$ cat src/rtl/result_writer_5_if.sv
// rtl/result_writer_5_if.sv - result stream in / BRAM port-B out bundle for result_writer_5
interface result_writer_5_if #(
  parameter int DWIDTH = 40,
  parameter int AWIDTH = 2,
  parameter int IWIDTH = 8
);
  logic              calc_done_i;
  logic [IWIDTH-1:0] calc_result_i;
  logic [DWIDTH-1:0] q_b_i;
  logic [AWIDTH-1:0] addr_b_o;
  logic              ce_b_o;
  logic              we_b_o;
  logic [DWIDTH-1:0] d_b_o;

  modport master (
    output calc_done_i, calc_result_i, q_b_i,
    input  addr_b_o, ce_b_o, we_b_o, d_b_o
  );

  modport slave (
    input  calc_done_i, calc_result_i, q_b_i,
    output addr_b_o, ce_b_o, we_b_o, d_b_o
  );
endinterface

$ cat src/rtl/result_writer_5.sv
// rtl/result_writer_5.sv - packs five narrow results per word and writes them to BRAM port B
module result_writer_5 #(
  parameter int DWIDTH   = 40,
  parameter int AWIDTH   = 2,
  parameter int MEM_SIZE = 2,
  parameter int IWIDTH   = 8
) (
  input  logic             clk,
  input  logic             reset_n,
  result_writer_5_if.slave bus
);
  localparam int SLOTS  = 5;
  localparam int PWIDTH = (SLOTS - 1) * IWIDTH;

  logic [2:0]        r_cnt;
  logic [PWIDTH-1:0] r_pack;
  logic [AWIDTH-1:0] r_wptr;
  logic [AWIDTH-1:0] r_addr;
  logic              r_ce;
  logic              r_we;
  logic [DWIDTH-1:0] r_d;

  logic              w_last;
  logic [PWIDTH-1:0] w_pack_next;
  logic [DWIDTH-1:0] w_word;
  logic [AWIDTH-1:0] w_wptr_next;
  logic              w_unused_q_b;

  assign w_unused_q_b = ^bus.q_b_i;

  // Only the first four results are stored; the fifth goes straight into the top slot of the word.
  always_comb begin
    w_last      = bus.calc_done_i && (r_cnt == 3'(SLOTS - 1));
    w_pack_next = r_pack;
    for (int s = 0; s < SLOTS - 1; s++) begin
      if (r_cnt == 3'(s)) begin
        w_pack_next[s*IWIDTH +: IWIDTH] = bus.calc_result_i;
      end
    end
    w_word      = {bus.calc_result_i, r_pack};
    w_wptr_next = (r_wptr == AWIDTH'(MEM_SIZE - 1)) ? '0 : r_wptr + AWIDTH'(1);
  end

  always_ff @(posedge clk or negedge reset_n) begin
    if (!reset_n) begin
      r_cnt  <= '0;
      r_pack <= '0;
      r_wptr <= '0;
      r_addr <= '0;
      r_ce   <= 1'b0;
      r_we   <= 1'b0;
      r_d    <= '0;
    end else begin
      r_ce <= 1'b0;
      r_we <= 1'b0;
      if (w_last) begin
        r_d    <= w_word;
        r_addr <= r_wptr;
        r_ce   <= 1'b1;
        r_we   <= 1'b1;
        r_cnt  <= '0;
        r_pack <= '0;
        r_wptr <= w_wptr_next;
      end else if (bus.calc_done_i) begin
        r_pack <= w_pack_next;
        r_cnt  <= r_cnt + 3'd1;
      end
    end
  end

  assign bus.addr_b_o = r_addr;
  assign bus.ce_b_o   = r_ce;
  assign bus.we_b_o   = r_we;
  assign bus.d_b_o    = r_d;
endmodule

$ cat src/flat_wrapper.sv
// flat-port wrapper written by rule: the top's interface ports become plain ports
module result_writer_5_flat 
#(
  parameter int DWIDTH   = 40,
  parameter int AWIDTH   = 2,
  parameter int MEM_SIZE = 2,
  parameter int IWIDTH   = 8
)
  (clk, reset_n, bus_calc_done_i, bus_calc_result_i, bus_q_b_i, bus_addr_b_o, bus_ce_b_o, bus_we_b_o, bus_d_b_o);
  result_writer_5_if #(.DWIDTH(DWIDTH), .AWIDTH(AWIDTH), .IWIDTH(IWIDTH)) bus_i ();
  input  logic clk;
  input  logic reset_n;
  input wire logic [$bits(bus_i.calc_done_i)-1:0] bus_calc_done_i;
  input wire logic [$bits(bus_i.calc_result_i)-1:0] bus_calc_result_i;
  input wire logic [$bits(bus_i.q_b_i)-1:0] bus_q_b_i;
  output wire logic [$bits(bus_i.addr_b_o)-1:0] bus_addr_b_o;
  output wire logic [$bits(bus_i.ce_b_o)-1:0] bus_ce_b_o;
  output wire logic [$bits(bus_i.we_b_o)-1:0] bus_we_b_o;
  output wire logic [$bits(bus_i.d_b_o)-1:0] bus_d_b_o;
  assign bus_i.calc_done_i = bus_calc_done_i;
  assign bus_i.calc_result_i = bus_calc_result_i;
  assign bus_i.q_b_i = bus_q_b_i;
  assign bus_addr_b_o = bus_i.addr_b_o;
  assign bus_ce_b_o = bus_i.ce_b_o;
  assign bus_we_b_o = bus_i.we_b_o;
  assign bus_d_b_o = bus_i.d_b_o;
  result_writer_5 #(.DWIDTH(DWIDTH), .AWIDTH(AWIDTH), .MEM_SIZE(MEM_SIZE), .IWIDTH(IWIDTH)) u_core (.clk(clk), .reset_n(reset_n), .bus(bus_i));
endmodule
$ cat config.mk
export PLATFORM = sky130hd
export DESIGN_NAME = result_writer_5_flat
export DESIGN_NICKNAME = d
export VERILOG_FILES = /design/src/rtl/result_writer_5_if.sv /design/src/rtl/result_writer_5.sv /design/src/flat_wrapper.sv
export SDC_FILE = /design/constraint.sdc
export NUM_CORES = 1
export LEC_CHECK = 0
export ABC_AREA = 1
export CORE_MARGIN = 2
export CORE_UTILIZATION = 47
export DETAILED_ROUTE_END_ITERATION = 16
export GPL_ROUTABILITY_DRIVEN = 0
export PLACE_DENSITY = 0.79
export SLEW_MARGIN = 20
export SYNTH_ARGS = -nofsm -noshare
export SYNTH_HDL_FRONTEND = slang
export SYNTH_SLANG_ARGS = --single-unit
$ cat constraint.sdc
create_clock -name clk -period 1.7 [get_ports clk]
set_input_delay 0.34 -clock clk [delete_from_list [all_inputs] [get_ports clk]]
set_output_delay 0.34 -clock clk [all_outputs]
set_load 0.05 [all_outputs]
After elaboration in Yosys (flattened, before gate mapping)
Cells that the tools add are included.
- RAM bits: 0
- bits in latches: 0
- bits in read-only memories: 0
- bits in registers: 80
- memories kept: 0
- equal/unequal tests: 5
- shift-type cells: 0
- div/mod/pow operators: 0
- bitwise operators: 0
- reduce and logical (&&, ||, !) cells: 11
- add/sub/neg operators: 2
- multiply operators: 0
- muxes and demuxes: 10
- $lt $le $gt $ge: 0
- operator list (cell ; number):
    2-to-1 mux 32 bit ; 2
    2-to-1 mux 8 bit ; 4
    nonzero test 2 bit ; 5
    AND reduction 2 bit ; 4
    == test 3 x 2 -> 1 bit, second input constant ; 2
    2-to-1 mux 3 bit ; 2
    adder 3 x 1 -> 3 bit, second input constant ; 1
    == test 3 x 1 -> 1 bit, second input constant ; 1
    == test 3 bit, second input constant ; 1
    zero test 3 bit ; 1
    adder 2 x 1 -> 2 bit, second input constant ; 1
    == test 2 x 1 -> 1 bit, second input constant ; 1
    2-to-1 mux 2 bit ; 1
    logical AND 1 bit ; 1
    2-to-1 mux 1 bit ; 1

Longest topological paths before layout
Gate-level depths: netlist of run 1.
- word-level depth: 4
- depth in mapped cells: 7
- gate-level depth less buffers: 6

Worst setup path before layout of run 1
Ideal clock, no wire load.
- kind: register to register
- start point: reg u_core.r_cnt[2]
- end point: reg u_core.r_pack[24]
- period minus slack after synthesis: 1.400 ns
- setup slack: 0.300 ns
- cell stages (with the launch flop): 8
- data arrival time: 1.335 ns
- path through: dfrtp_1 > inv_2 > buf_2 > ha_1 > nand2_2 > inv_1 > nand3_1 > nand2_1
- longest elaborated chain between the ends: 4
- elaborated cells between the ends (all ways): 7
- those cells by class: eq/ne (2); mux (1); reduce/logical (4)
- RTL lines (item ; line ; RTL):
    start, declared ; result_writer_5.sv:15 ; logic [2:0] r_cnt;
    start signal, assigned ; result_writer_5.sv:66 ; r_cnt <= r_cnt + 3'd1;
    == test 3 bit ; result_writer_5.sv:33 ; w_last = bus.calc_done_i && (r_cnt == 3'(SLOTS - 1));
    logical AND 1 bit ; result_writer_5.sv:33 ;
    nonzero test 2 bit (no line) ; n/a ;
    AND reduction 2 bit (no line) ; n/a ;
    end signal, assigned ; result_writer_5.sv:65 ; r_pack <= w_pack_next;
    end, declared ; result_writer_5.sv:16 ; logic [PWIDTH-1:0] r_pack;
Several ways; a longest one is shown, not always the timed one.
A chain may end at the register's enable or synchronous reset.

Final worst setup path of run 1
- start point: reg u_core.r_cnt[1]
- end point: reg u_core.r_pack[9]
The elaborated chain is that of the path after synthesis.

==> out/qor.yml, run 1 <==
outcome:
  result_of_the_run: "completed"
logic_synthesis:
  ys_seq_elements: 80
  ys_top_cells_by_area: "dfrtp_1 61%, nand2_1 19%, nand3_1 6.4%"
  postSynth.topFlopCell: "dfrtp_1"
  synth_async_sr_flop_share_pct: 100
  synth-edff-count: 0
  syn_avg_cell_area_um2: 9.36
  yosysTopAreaCellShare_pct: 61.3
  seq_area_frac_synth_pct: 61.3
  syn-instance-count: 349
  synth.net_count: 405
  synth_area_leader_cell: "dfrtp_1"
  netlist-cell-type-count: 18
  ys_warn_count: 0
  synth_area_um2: 3270
worst_setup_path:
  critical_path_required_ns: 1.93
  crit_path_end_kind: "flip-flop"
  crit_path_start_kind: "flip-flop"
  rr_worst_depth: 5
  worstPathArrival_ns: 1.72
  worst-setup-path-type: "flip-flop to flip-flop"
  worstPathMaxFanout: 9
clocking:
  postCtsHoldBufs: 1
  cts_htree_levels: 3
  clkSinkCount: 80
  postCtsSetupBuffers: 0
  clkTransAtPathRegs_ns: 0.08
  root_buffer: "clkbuf_8"
  clk_latency_ns: 0.34
  cts-resized-gates: 0
  cts_inserted_buffers: 9
  clockBufferDepth: 2
  cts_tree: "done"
detailed_routing:
  via_count: 2518
  dr.first_iter.drc_count: 167
  routed_wire_length_per_instance_um: 13.8
  antenna_violating_nets_post_route: 0
  vias_per_cell: 5.10
  totalWireLength_um: 6810
  drcViolationCount: 0
  detail_route.first_pass.iterations: 4
layout:
  antenna-diode-count: 0
  finish.utilization_pct: 60.5
  multi_input_comb_area_um2: 1090
  filler_cell_count: 568
  area_growth_syn_to_layout_pct: 25.1
  fraction_of_final_layout_cells_with_drive_strength_greater_than_1_pct: 19.3
  area.sequential_um2: 2000
  final_nets: 465
  final_cells: 494
timing:
  fmaxAchievable_mhz: 669
  timing.clock.skew_ns: 0.00617
  setup_ws_ns: 0.206
  totalNegativeSetupSlack_ns: 0
  rsz_0062_raised_after_global_routing: "no"
  finalCritPeriodShare_pct: 87.9
  worstMarginPinSlew_ns: 0.355
  timing.final.crit_period_ns: 1.49
  timing.final.setup_violations: 0
  slew_violations: 0
  max-slew-margin-rel_pct: 76.3
  number_of_hold_violations_in_the_final_report: 0
placed_design:
  buffers_on_ports: 54
  dpl.cell_count: 477
  dp_hpwl_um: 4540
  placement.setup.worst_slack_ns: 0.0661
power_and_ir_drop:
  ir_worst_vdd_v: 0.000879
  leakage_nw: 2.28
  powerDensity_nw_per_um2: 2160
  post-layout-total-power_mw: 8.82
global_routing:
  grt_pass1_wl_um: 11400
  grt_pass1_vias: 2438
  globalRouteTotalUtil_pct: 19.3
  number_of_antenna_violations_at_the_first_check_in_global_routing: 0
  grt_max_degree: 57
  grt_overflow: 0
die:
  initial_core_util_pct: 48.4
  design.portCount: 95
  placeableCoreArea_um2: 6760
  chipHeight_um: 87.4
  design.die.area_um2: 7640
  number_of_standard_cell_rows_in_the_floorplan: 30
  floorplan.die.width_um: 87.4
hold_path:
  worst_hold_path_type: "primary input to async pin"
job:
  maxCapViolCount: 0
[logic make-up after synthesis]
logic type | count (synthesis) | synth area share, %
fa+ha+maj | 5 | 1.91
xor+xnor | 1 | 0.268
flops | 80 | 61.3
buf+inv | 27 | 5.44
simple gates | 231 | 30.4
compound gates | 5 | 0.766
[cells in the mapped netlist (2+ instances only)]
cell and count:
nand2_1 167, ha_1 5, o21ai_0 4, buf_2 10
nor2_1 2, buf_6 7, nand4_1 16, inv_1 6
nand3_1 42, buf_4 3, dfrtp_1 80
[layout make-up]
class | count | area share [%]
clock inverter | 5 | 2.51
timing repair buffer | 69 | 15.1
clock buffer | 11 | 3.70
multi-input combinational | 242 | 26.6
inverter | 7 | 0.643
tap | 80 | 2.45
sequential | 80 | 49.0
[critical path: stages, from the launching register on]
cell and delay (ns):
dfrtp_1 0.42, inv_1 0.11, ha_1 0.34, nand3_1 0.31, nand3_1 0.15, nand2_1 0.06
[per-stage QoR]
| step | cell area (um^2) | hold slack, ns |
|---|---|---|
| floorplan | 3270 | 0.0444 |
| global placement | 3820 | 0.207 |
| detailed placement | 3820 | 0.211 |
| CTS | 4090 | 0.385 |
| global route | 4090 | 0.408 |
| finish | 4090 | 0.392 |
[cells in the final DEF, fill, tap and decap left out, types with 2 or more instances in the layout]
cell type          n
nand2_1          167
dfrtp_1           80
buf_4             53
nand3_1           42
nand4_1           16
clkbuf_8          11
clkdlybuf4s50_1    9
inv_1              6
buf_12             6
ha_1               5
o21ai_0            4
bufinv_16          3
nor2_1             2
[sequential cells by signal, summed over array words and instances, names as in the netlist]
signal / cells
u_core.r_cnt: 3
u_core.bus.addr_b_o: 2
u_core.bus.d_b_o: 40
u_core.r_wptr: 2
u_core.bus.ce_b_o: 1
u_core.r_pack: 32
[layer usage]
metal / vias to the layer above / GRT usage [%] / routed length (um) / part of all wire (%)
li1: 1235 / - / - / -
met2: 63 / 30.3 / 3310 / 49
met3: 9 / 3.22 / 250 / 3.7
met4: 0 / 7.13 / 104 / 1.5
met1: 1211 / 27.2 / 3140 / 46
met5: - / 0 / 0 / 0
[power breakdown]
group | leakage, nW | internal (mW) | switching, mW
combinational | 1.10 | 1.22 | 2.73
clock | 0.126 | 1.05 | 0.661
sequential | 1.05 | 2.69 | 0.459
[final timing paths]
path	endpoint	startpoint	slack, ns
worst max register to register	u_core.r_pack[9]	u_core.r_cnt[1]	0.21
worst min register to register	u_core.bus.d_b_o[9]	u_core.r_pack[9]	0.48
worst min-delay path	u_core.bus.d_b_o[13]	reset_n	0.39
worst max-delay path	u_core.r_pack[9]	u_core.r_cnt[1]	0.21
max in group asynchronous	u_core.r_cnt[2]	reset_n	0.79
min in group clk	u_core.bus.d_b_o[9]	u_core.r_pack[9]	0.48
Power figures use the tool's default switching activity.
==> inputs of run 2 (changes only) <==
--- a/config.mk
+++ b/config.mk
@@ -11,7 +11,6 @@
 export DETAILED_ROUTE_END_ITERATION = 16
 export GPL_ROUTABILITY_DRIVEN = 0
 export PLACE_DENSITY = 0.79
-export SLEW_MARGIN = 20
 export SYNTH_ARGS = -nofsm -noshare
 export SYNTH_HDL_FRONTEND = slang
 export SYNTH_SLANG_ARGS = --single-unit
==> results of run 2 <==
The final DEF is identical to that of run 1; final timing and power are the same.
==> inputs of run 3 (changes only) <==
--- a/config.mk
+++ b/config.mk
@@ -5,12 +5,12 @@
 export SDC_FILE = /design/constraint.sdc
 export NUM_CORES = 1
 export LEC_CHECK = 0
-export ABC_AREA = 1
 export CORE_MARGIN = 2
 export CORE_UTILIZATION = 47
 export DETAILED_ROUTE_END_ITERATION = 16
 export GPL_ROUTABILITY_DRIVEN = 0
 export PLACE_DENSITY = 0.79
+export SLEW_MARGIN = 20
 export SYNTH_ARGS = -nofsm -noshare
 export SYNTH_HDL_FRONTEND = slang
 export SYNTH_SLANG_ARGS = --single-unit
==> run 3 against run 2 <==
  * Hold slack gained 0.038 ns
  * Die area up 0.73%
  * Worst setup slack worse by 0.094 ns
  * Largest cell class unchanged
  * Sequential power up 5%
  * Core utilization up 0.42 points
  * Fmax shrank 5.9%
  * First-iteration DRC count is 35% lower
  * Largest power group unchanged
  * Highest routed layer unchanged
==> out/qor.yml, run 3 <==
worst_setup_path:
  crit_path_start_kind: "flip-flop"
  regToRegSetupSlack_ns: 0.11  # -0.09 ns
  path_delay_family: "flip-flops"
  startpoint_of_the_worst_slack_reg_to_reg_timing_path: "u_core.r_cnt[0]"
  rr_endpoint: "u_core.bus.d_b_o[11]"
  worstPathMaxFanout: 23  # +14
  crit_path_end_kind: "flip-flop"
  rr_worst_depth: 5  # unchanged
  worstPathArrival_ns: 1.80  # +0.08 ns
  ordered_cell_list_for_the_critical_path: "inv_1, ha_2, nand3_2, buf_12, mux2_1"
  critical_path.n_buffers_inverters: 2  # +1
  worst-setup-path-type: "flip-flop to flip-flop"
  slowest_stage: "dfrtp_1"
  critical_path_required_ns: 1.91  # -0.02 ns
  max_stage_delay_ns: 0.41  # about the same
placed_design:
  dpl.cell_count: 398  # -17%
  buffers_on_ports: 54  # unchanged
  dpl-instance-area_um2: 3900  # +1.9%
  dp_hpwl_um: 4290  # -5.5%
outcome:
  result_of_the_run: "completed"
die:
  placeableCoreArea_um2: 6790  # +0.56%
  number_of_standard_cell_rows_in_the_floorplan: 30  # unchanged
  chipHeight_um: 87.7  # +0.37%
  design.portCount: 95  # unchanged
  design.die.area_um2: 7690  # +0.73%
  floorplan.die.width_um: 87.7  # +0.37%
  initial_core_util_pct: 48.5  # +0.10 points
global_routing:
  grt_pass1_wl_um: 10500  # -7.9%
  number_of_antenna_violations_at_the_first_check_in_global_routing: 0  # unchanged
  globalRouteTotalUtil_pct: 17.5  # -1.8 points
  grt_max_degree: 35  # -39%
  grt_overflow: 0  # unchanged
  grt_pass1_vias: 2229  # -8.6%
layout:
  largest_register_ffs: 40  # unchanged
  final_area_um2: 4140  # +1.3%
  final_cells: 414  # -16%
  final_nets: 370  # -20%
  area_growth_syn_to_layout_pct: 25.7
  layout.cells.most_common: "dfrtp_1"
  most_frequent_cells_in_the_layout: "80 x dfrtp_1, 55 x buf_4, 32 x mux2_1"
  filler_cell_count: 529  # -6.9%
  area.sequential_um2: 2000  # unchanged
  antenna-diode-count: 0  # unchanged
  multi_input_comb_area_um2: 1180  # +8.4%
  fraction_of_final_layout_cells_with_drive_strength_greater_than_1_pct: 27.4  # +8.0 points
  finish.utilization_pct: 60.9  # +0.42 points
timing:
  fmaxAchievable_mhz: 629  # -5.9%
  timing.final.crit_period_ns: 1.59  # +0.0945 ns
  worstMarginPinSlew_ns: 0.458  # +0.104 ns
  worst_hold_slack_ns: 0.431  # +0.0382 ns
  timing.clock.skew_ns: 0.00946  # +0.00329 ns
  slew_violations: 0  # unchanged
  rsz_0062_raised_after_global_routing: "no"
  max-slew-margin-rel_pct: 69.3  # -7.0 points
  finalCritPeriodShare_pct: 93.4  # +5.6 points
  number_of_hold_violations_in_the_final_report: 0  # unchanged
  timing.final.setup_violations: 0  # unchanged
clocking:
  cts_htree_levels: 3  # unchanged
  clk_latency_ns: 0.33  # about the same
  postCtsSetupBuffers: 0  # unchanged
  clkTransAtPathRegs_ns: 0.08  # about the same
  clockBufferDepth: 2  # unchanged
  root_buffer: "clkbuf_8"
  cts_inserted_buffers: 9  # unchanged
  cts_tree: "done"
  clkSinkCount: 80  # unchanged
detailed_routing:
  antenna_violating_nets_post_route: 0  # unchanged
  routed_wire_length_per_instance_um: 15.0  # +8.8%
  drcViolationCount: 0  # unchanged
  dr_wl_met3_um: 149  # -40%
  topRoutingLayerUsed: "met4"
  via_count: 2133  # -15%
  met2_length_um: 3080  # -7.1%
  detail_route.first_pass.iterations: 4  # unchanged
  met1_length_um: 2870  # -8.5%
  dr.first_iter.drc_count: 108  # -35%
  totalWireLength_um: 6210  # -8.8%
  vias_per_cell: 5.15  # +1.1%
logic_synthesis:
  synth_area_leader_cell: "dfrtp_1"
  most_numerous_cell_types_in_the_synthesized_netlist: "80 x dfrtp_1, 32 x mux2_1, 16 x a21o_1, 16 x a22o_1, 12 x inv_1"
  synth-edff-count: 0  # unchanged
  synth_area_um2: 3290  # +0.77%
  ys_warn_count: 0  # unchanged
  syn_avg_cell_area_um2: 13.1  # +40%
  netlist-cell-type-count: 26  # +8
  ys_top_cells_by_area: "dfrtp_1 61%, mux2_1 11%, a22o_1 4.3%"
  synth.net_count: 307  # -24%
  synth_async_sr_flop_share_pct: 100  # unchanged
  most_instantiated_library_cell_after_synthesis: "dfrtp_1"
  seq_area_frac_synth_pct: 60.8  # -0.47 points
  ys_seq_elements: 80  # unchanged
  postSynth.topFlopCell: "dfrtp_1"
  yosysTopAreaCellShare_pct: 60.8  # -0.47 points
  syn-instance-count: 251  # -28%
power_and_ir_drop:
  ir_worst_vdd_v: 0.00104  # +18%
  powerDensity_nw_per_um2: 2260  # +4.8%
  post-layout-total-power_mw: 9.36  # +6.1%
  leakage_nw: 2.01  # -12%
job:
  maxCapViolCount: 0  # unchanged
hold_path:
  worst_hold_path_type: "primary input to async pin"
run 3: cell types whose count changed after synthesis, moves of 7 or more:
cell     delta
nand2_1   -157
buf_6       -7
o21a_1      +8
a22o_1     +16
mux2_1     +32
a21o_1     +16
mux2_2     +10
o22ai_1     +9
nand3_1    -34
nor2b_1     +8
nand4_1    -16
run 3: logic make-up after synthesis:
logic type      share of synthesized area (%)
flops                                    60.8
compound gates                           13.5
mux                                      14.4
simple gates                             5.47
buf+inv                                  3.76
fa+ha+maj                                1.90
xor+xnor                                0.266
run 3: final cells by class:
| cell class | instances | area share [%] |
|---|---|---|
| Clock inverter | 3 | 1.57 |
| Tap cell | 96 | 2.90 |
| Inverter | 12 | 1.09 |
| Clock buffer | 12 | 3.75 |
| Timing Repair Buffer | 68 | 13.8 |
| Sequential cell | 80 | 48.4 |
| Multi-Input combinational cell | 143 | 28.5 |
run 3: worst register-to-register path, cell delays in order, from the launching register on:
cell	delay [ns]
dfrtp_1	0.41
inv_1	0.13
ha_2	0.26
nand3_2	0.14
buf_12	0.20
mux2_1	0.34
run 3: layer usage:
layer / up-vias / track usage (%)
li1: 1006 / -
met1: 1080 / 23.6
met2: 39 / 29.1
met3: 8 / 2.83
met4: 0 / 6.01
met5: - / 0
run 3: repair_timing:
action                                  in CTS  in global routing
hold endpoints to repair                    20                  0
resized for setup                            0                  3
endpoints found under the setup margin       0                 13
hold buffers                                 1                  0
run 3: worst max path at each step:
stage	depth (start not counted)	start	to	slack [ns]
5_1_grt	5	u_core.r_cnt[0]	u_core.bus.d_b_o[11]	0.05
2_1_floorplan	5	u_core.r_cnt[0]	u_core.bus.addr_b_o[0]	0.23
3_3_place_gp	5	bus_calc_done_i	u_core.r_pack[23]	-0.02
3_5_place_dp	4	bus_calc_done_i	u_core.bus.d_b_o[11]	-0.05
6_report	5	u_core.r_cnt[0]	u_core.bus.d_b_o[11]	0.11
4_1_cts	5	u_core.r_cnt[0]	u_core.bus.d_b_o[11]	0.09
run 3: report_power, final:
part	switching, mW	leakage [nW]	total, mW	internal [mW]
logic	2.83	0.939	4.53	1.70
registers	0.502	0.956	3.30	2.79
clock network	0.630	0.112	1.53	0.898
total	3.97	2.01	9.36	5.39
run 3: stage by stage:
stage	setup TNS, ns	worst slack (ns)
floorplan	0	0.230
global placement	-0.604	-0.0248
detailed placement	-1.18	-0.0483
CTS	0	0.0932
global route	0	0.0488
finish	0	0.111
